$ cat src/rtl/mmio_fabric.sv
// mmio_fabric: decodes CPU accesses in the MMIO window onto one of CHANNELS
// peripheral channels, stalls the CPU until the selected device acknowledges,
// aborts stalled accesses after TIMEOUT cycles and keeps a sticky bus-error flag.
module mmio_fabric #(
   parameter int          CHANNELS  = 4,
   parameter int          OFFSET_W  = 4,
   parameter logic [31:0] MMIO_BASE = 32'hFFFF_FC00,
   parameter int          TIMEOUT   = 16,
   parameter logic [31:0] ERR_DATA  = 32'hDEAD_BEEF
) (
   input  logic                     iCpuClock,
   input  logic                     iCpuReset,
   input  logic                     iReq,
   input  logic                     iWrite,
   input  logic [31:0]              iAddr,
   input  logic [31:0]              iWData,
   output logic [31:0]              oRData,
   output logic                     oDone,
   output logic                     oStall,
   output logic [CHANNELS-1:0]      oDevSel,
   output logic                     oDevWrite,
   output logic [OFFSET_W-1:0]      oDevAddr,
   output logic [31:0]              oDevWData,
   input  logic [CHANNELS*32-1:0]   iDevRData,
   input  logic [CHANNELS-1:0]      iDevAck,
   output logic                     oBusError,
   output logic [4:0]               oErrChannel,
   input  logic                     iErrClear
);

   // Channel-number width and the lowest address bit of the window compare.
   localparam int CB = (CHANNELS > 1) ? $clog2(CHANNELS) : 0;
   localparam int LO = OFFSET_W + 2 + CB;

   typedef enum logic [1:0] {
      IDLE   = 2'd0,
      ACCESS = 2'd1,
      DONE   = 2'd2
   } state_t;

   state_t              state;
   state_t              nextState;

   logic                inWindow;
   logic                mapped;
   logic [4:0]          reqCh;
   logic [OFFSET_W-1:0] reqOff;
   logic                unusedByteBits;

   logic [4:0]          latchCh;
   logic [7:0]          waitCount;
   logic [7:0]          waitCountNext;

   logic                latchReq;
   logic                captureData;
   logic [31:0]         newRData;
   logic                setErr;
   logic [4:0]          errCh;
   logic                selAck;
   logic [31:0]         selRData;

   // Byte-lane bits play no part in word-addressed peripherals.
   assign unusedByteBits = ^iAddr[1:0];

   // Address decode: window match, channel field and word offset.
   assign inWindow = (iAddr[31:LO] == MMIO_BASE[31:LO]);
   assign reqOff   = iAddr[OFFSET_W+1:2];

   generate
      if (CB > 0) begin : gChField
         assign reqCh = 5'(iAddr[LO-1:OFFSET_W+2]);
      end else begin : gNoChField
         assign reqCh = 5'd0;
      end
   endgenerate

   assign mapped = inWindow && (reqCh < 5'(CHANNELS));

   // Handshake status as seen by the CPU.
   assign oDone  = (state == DONE);
   assign oStall = iReq && !oDone;

   // Pick out the latched channel's ack and read data; other channels are ignored.
   always_comb begin
      selAck   = 1'b0;
      selRData = '0;
      for (int k = 0; k < CHANNELS; k++) begin
         if (latchCh == 5'(k)) begin
            selAck   = iDevAck[k];
            selRData = iDevRData[k*32 +: 32];
         end
      end
   end

   // One-hot select is decoded from state so it drops the instant reset hits.
   always_comb begin
      oDevSel = '0;
      for (int k = 0; k < CHANNELS; k++) begin
         oDevSel[k] = (state == ACCESS) && (latchCh == 5'(k));
      end
   end

   // Next-state logic and the per-transition side effects.
   always_comb begin
      nextState     = state;
      waitCountNext = waitCount;
      latchReq      = 1'b0;
      captureData   = 1'b0;
      newRData      = '0;
      setErr        = 1'b0;
      errCh         = 5'd0;
      case (state)
         IDLE: begin
            if (iReq) begin
               if (mapped) begin
                  latchReq      = 1'b1;
                  waitCountNext = 8'd0;
                  nextState     = ACCESS;
               end else begin
                  captureData = 1'b1;
                  newRData    = ERR_DATA;
                  setErr      = 1'b1;
                  errCh       = 5'h1F;
                  nextState   = DONE;
               end
            end
         end
         ACCESS: begin
            if (selAck) begin
               captureData = 1'b1;
               newRData    = oDevWrite ? 32'd0 : selRData;
               nextState   = DONE;
            end else if (waitCount == 8'(TIMEOUT - 1)) begin
               captureData = 1'b1;
               newRData    = ERR_DATA;
               setErr      = 1'b1;
               errCh       = latchCh;
               nextState   = DONE;
            end else if (waitCount != 8'hFF) begin
               waitCountNext = waitCount + 8'd1;
            end
         end
         DONE: begin
            nextState = IDLE;
         end
         default: begin
            nextState = IDLE;
         end
      endcase
   end

   // State register.
   always_ff @(posedge iCpuClock or negedge iCpuReset) begin
      if (!iCpuReset) begin
         state <= IDLE;
      end else begin
         state <= nextState;
      end
   end

   // Latch the decoded request fields that are presented to the device.
   always_ff @(posedge iCpuClock or negedge iCpuReset) begin
      if (!iCpuReset) begin
         latchCh   <= 5'd0;
         oDevAddr  <= '0;
         oDevWrite <= 1'b0;
         oDevWData <= '0;
      end else if (latchReq) begin
         latchCh   <= reqCh;
         oDevAddr  <= reqOff;
         oDevWrite <= iWrite;
         oDevWData <= iWData;
      end
   end

   // Wait counter for the timeout watchdog.
   always_ff @(posedge iCpuClock or negedge iCpuReset) begin
      if (!iCpuReset) begin
         waitCount <= 8'd0;
      end else begin
         waitCount <= waitCountNext;
      end
   end

   // Read data only changes on entry to DONE so it is stable for the CPU.
   always_ff @(posedge iCpuClock or negedge iCpuReset) begin
      if (!iCpuReset) begin
         oRData <= '0;
      end else if (captureData) begin
         oRData <= newRData;
      end
   end

   // Sticky error flag: a new error beats a simultaneous clear.
   always_ff @(posedge iCpuClock or negedge iCpuReset) begin
      if (!iCpuReset) begin
         oBusError   <= 1'b0;
         oErrChannel <= 5'd0;
      end else if (setErr) begin
         oBusError   <= 1'b1;
         oErrChannel <= errCh;
      end else if (iErrClear) begin
         oBusError   <= 1'b0;
      end
   end

endmodule
$ cat config.mk
export PLATFORM = sky130hd
export DESIGN_NAME = mmio_fabric
export DESIGN_NICKNAME = d
export VERILOG_FILES = /design/src/rtl/mmio_fabric.sv
export SDC_FILE = /design/constraint.sdc
export NUM_CORES = 1
export LEC_CHECK = 0
export CORE_AREA = 2 2 136 138
export DETAILED_ROUTE_END_ITERATION = 12
export DIE_AREA = 0 0 138 140
export SYNTH_ARGS = -nofsm -noshare
export SYNTH_HDL_FRONTEND = slang
export SYNTH_SLANG_ARGS = --single-unit
$ cat constraint.sdc
create_clock -name iCpuClock -period 2.8 [get_ports iCpuClock]
set_input_delay 0.42 -clock iCpuClock [delete_from_list [all_inputs] [get_ports iCpuClock]]
set_output_delay 0.42 -clock iCpuClock [all_outputs]
set_load 0.05 [all_outputs]
==> impl_results.md <==
* Post-route ant nets at 0
* Vias in the first global route at roughly 4600
* Initial antenna violation count at 0
* Largest fanout on the critical path at 14
* Hold Fails Final Rpt at 0
* Critical Path AT at around 2 ns
* RSZ-0062 raised after global routing: no
* Initial drt markers at approximately 130
* Status: finished, final reports clean
* Cell Count, Final, Fillers Out at 899
* FF-to-FF path depth at 5
* Dpl cell area at 0.00747 mm²
* IO Pins at ~280
* Worst path depth at 4
* Buf/Inv on CP at 2
* Yosys warns at 0
* Critical path origin: state[1]
* Yosys top cell by area: dfrtp_1
* Synth Cell Area at around 0.0044 mm²
* R2R setup slack at ~0.60 ns
* Die area at roughly 0.019 mm²
* Share of post-route cells with drive strength above 1 at between 10% and 20%
* Avg Synthesized Cell Area at around 11 µm²
* Crit-path leading delay family: buffers and inverters
* Root Driver: clkbuf_16
* Setup TNS at 0 ns
* Asr flop ratio synth at 100%
* Leakage at between 3 and 4 nW
* Inst Count DP at between 800 and 900
* Syn_nets at 592
* Seq cells post-synth at 85
* Postcts setup bufs at 0
* Final instance area at just under 0.008 mm²
* WS Path Type: flop to primary output
* EDFF count, synth at 0
* CTS buffer count at 9
* Worst-margin pin slew at a little under 1 ns
* Die height at around 140 µm
* Slew margin rel. at a little over a third
* Setup crit end: oStall
* Core Area at between 0.015 and 0.02 mm²
* Chip width at approximately 140 µm
* GRT overflow at 0
* Power per cell area at roughly 420 mW/mm²
* Final period utilization at between 80% and 90%
* GRT Total Usage at ~16%
* Most frequent cells in the layout: clkdlybuf4s50_1 (275), nand2_1 (126), dfrtp_1 (83), mux4_2 (33), a221o_1 (20)
* Initial core utilization at around 25%
* Primary FF master, synth: dfrtp_1
* Fmax at 0.411 GHz
* Most used cell, CP: nor2b_1
* DRT Pass-1 Iters at 4
* Row count at 49
* Largest net degree at the start of global routing at 74
* Slowest cell delay on critical path at around 0.8 ns
* Hold Crit Class: primary input to async pin
* Wire per inst at roughly 18 µm
* Synth cell types at between 40 and 50
* Fillers at 1643
* Pwr Total at about 3.2 mW
* H-tree depth at 3
* Worst vdd ir at 0.314 mV
* Cell count after synthesis at between 300 and 400
* Drt via density at about 4.7
* Max-cap violations at 0
* CTS max path bufs at 2
* Worst r2r src: latchCh[0]
* Reg2reg end: waitCount[3]
* Most area-consuming cells after synthesis: dfrtp_1 (49%), mux4_2 (17%), nand2_1 (11%)
* Period minus WS final at about 2.4 ns
* IO buf count at between 200 and 300
* Final Setup Violations at 0
* DRC at 0
* Hold Buf Count CTS at 0
* CP cell instances: buf_4, nor2b_1, nor2b_1, clkdlybuf4s50_1
* Critical Path RT at ~2.4 ns
* Most common cell after layout, fill and taps aside: clkdlybuf4s50_1
* CTS tree: built
* CP startpoint kind: flop
* Clock edge transition at the registers on the reported setup and hold paths at around 0.060 ns
* Critical path's slowest cell: clkdlybuf4s50_1
* CP Capture Type: primary output
* Layout Area Growth over Synthesis at 76.7%
* First-pass GRT wire length at about 25000 µm
* Diodes inserted at 0
* Clk Latency, worst-skew pair at approximately 0.34 ns
* # resized after CTS at 0
* GPL Wtd Cong at approximately 0.93
* Sequential fraction of the synthesis area at roughly 49%
* HPWL Detailed at between 10000 and 15000 µm
* Post-synth top area share at 48.5%
* Via count at ~4200
* Post-Route WL at around 16000 µm
* Clk_skew at 0.00673 ns
* Final #Nets at just under 900
* Total clock sinks at 85
* Final Slew Violations at 0
## routing by layer
metal	part of all wire [%]	global-route usage (%)
met3	7.7	5.50
met1	40	18.9
met5	0	0
met2	51	28.8
met4	1.6	4.30
## stage by stage
step	util (%)	setup slack, ns	hold slack, ns
after floorplan	-	0.184	0.124
after global placement	42.0	0.280	0.458
after detailed placement	42.0	0.227	0.462
after CTS	43.6	0.335	0.264
after global routing	43.6	0.265	0.302
final	43.6	0.366	0.216
## worst min path at each step
stage                    end  cells past startpoint
2_1_floorplan     latchCh[0]                      0
3_3_place_gp    oDevWData[3]                      2
3_5_place_dp   oDevWData[19]                      2
4_1_cts           oRData[22]                      1
5_1_grt           oRData[22]                      1
6_report          oRData[22]                      1
## area by class of cell
cell class / instances / area [µm²] / share of cell area, %
timing repair buffer: 292 / 2910 / 37.5
sequential: 85 / 2130 / 27.5
multi-input combinational: 271 / 2120 / 27.4
tap: 229 / 287 / 3.70
clock buffer: 11 / 243 / 3.13
clock inverter: 5 / 36.3 / 0.468
inverter: 6 / 22.5 / 0.291
## cells in the mapped netlist (2+ instances only)
master / count
nand2_1: 126
dfrtp_1: 85
mux4_2: 33
a221o_1: 20
clkbuf_1: 17
a21oi_1: 8
a22o_1: 8
mux2_2: 7
o21ai_0: 7
buf_2: 6
inv_1: 6
nand2b_1: 6
nand4_1: 6
nor2_1: 6
nand3_1: 5
and3_1: 4
nor2b_1: 4
or4_1: 4
buf_4: 3
o31ai_1: 3
or3_1: 3
mux2i_1: 2
nor3_1: 2
o211ai_1: 2
## logic make-up after synthesis
kind of cell	count (synthesis)	share of synthesized area (%)
simple gates	173	17.8
fa+ha+maj	1	0.285
compound gates	55	10.7
flops	85	48.5
mux	42	19.2
buf+inv	34	3.51
## flip-flops by register name, summed over array words and instances (netlist names)
signal	flops
oDevWData	32
latchCh	2
oDevWrite	1
oBusError	1
waitCount	8
oErrChannel	3
oDevAddr	4
oRData	32
state	2
## power breakdown
part           switching, mW  internal [mW]  total (mW)
sequential            0.0307           1.28        1.31
clock                  0.502          0.627        1.13
combinational          0.367          0.421       0.788
## worst register-to-register path: cells and delay by family, from the launching register on
| family | cells | cell delay, ns |
|---|---|---|
| mux | 1 | 0.64 |
| flops | 1 | 0.55 |
| simple gates | 2 | 0.62 |
| compound gates | 2 | 0.31 |
Note: power is estimated with default switching activity, not from simulation.
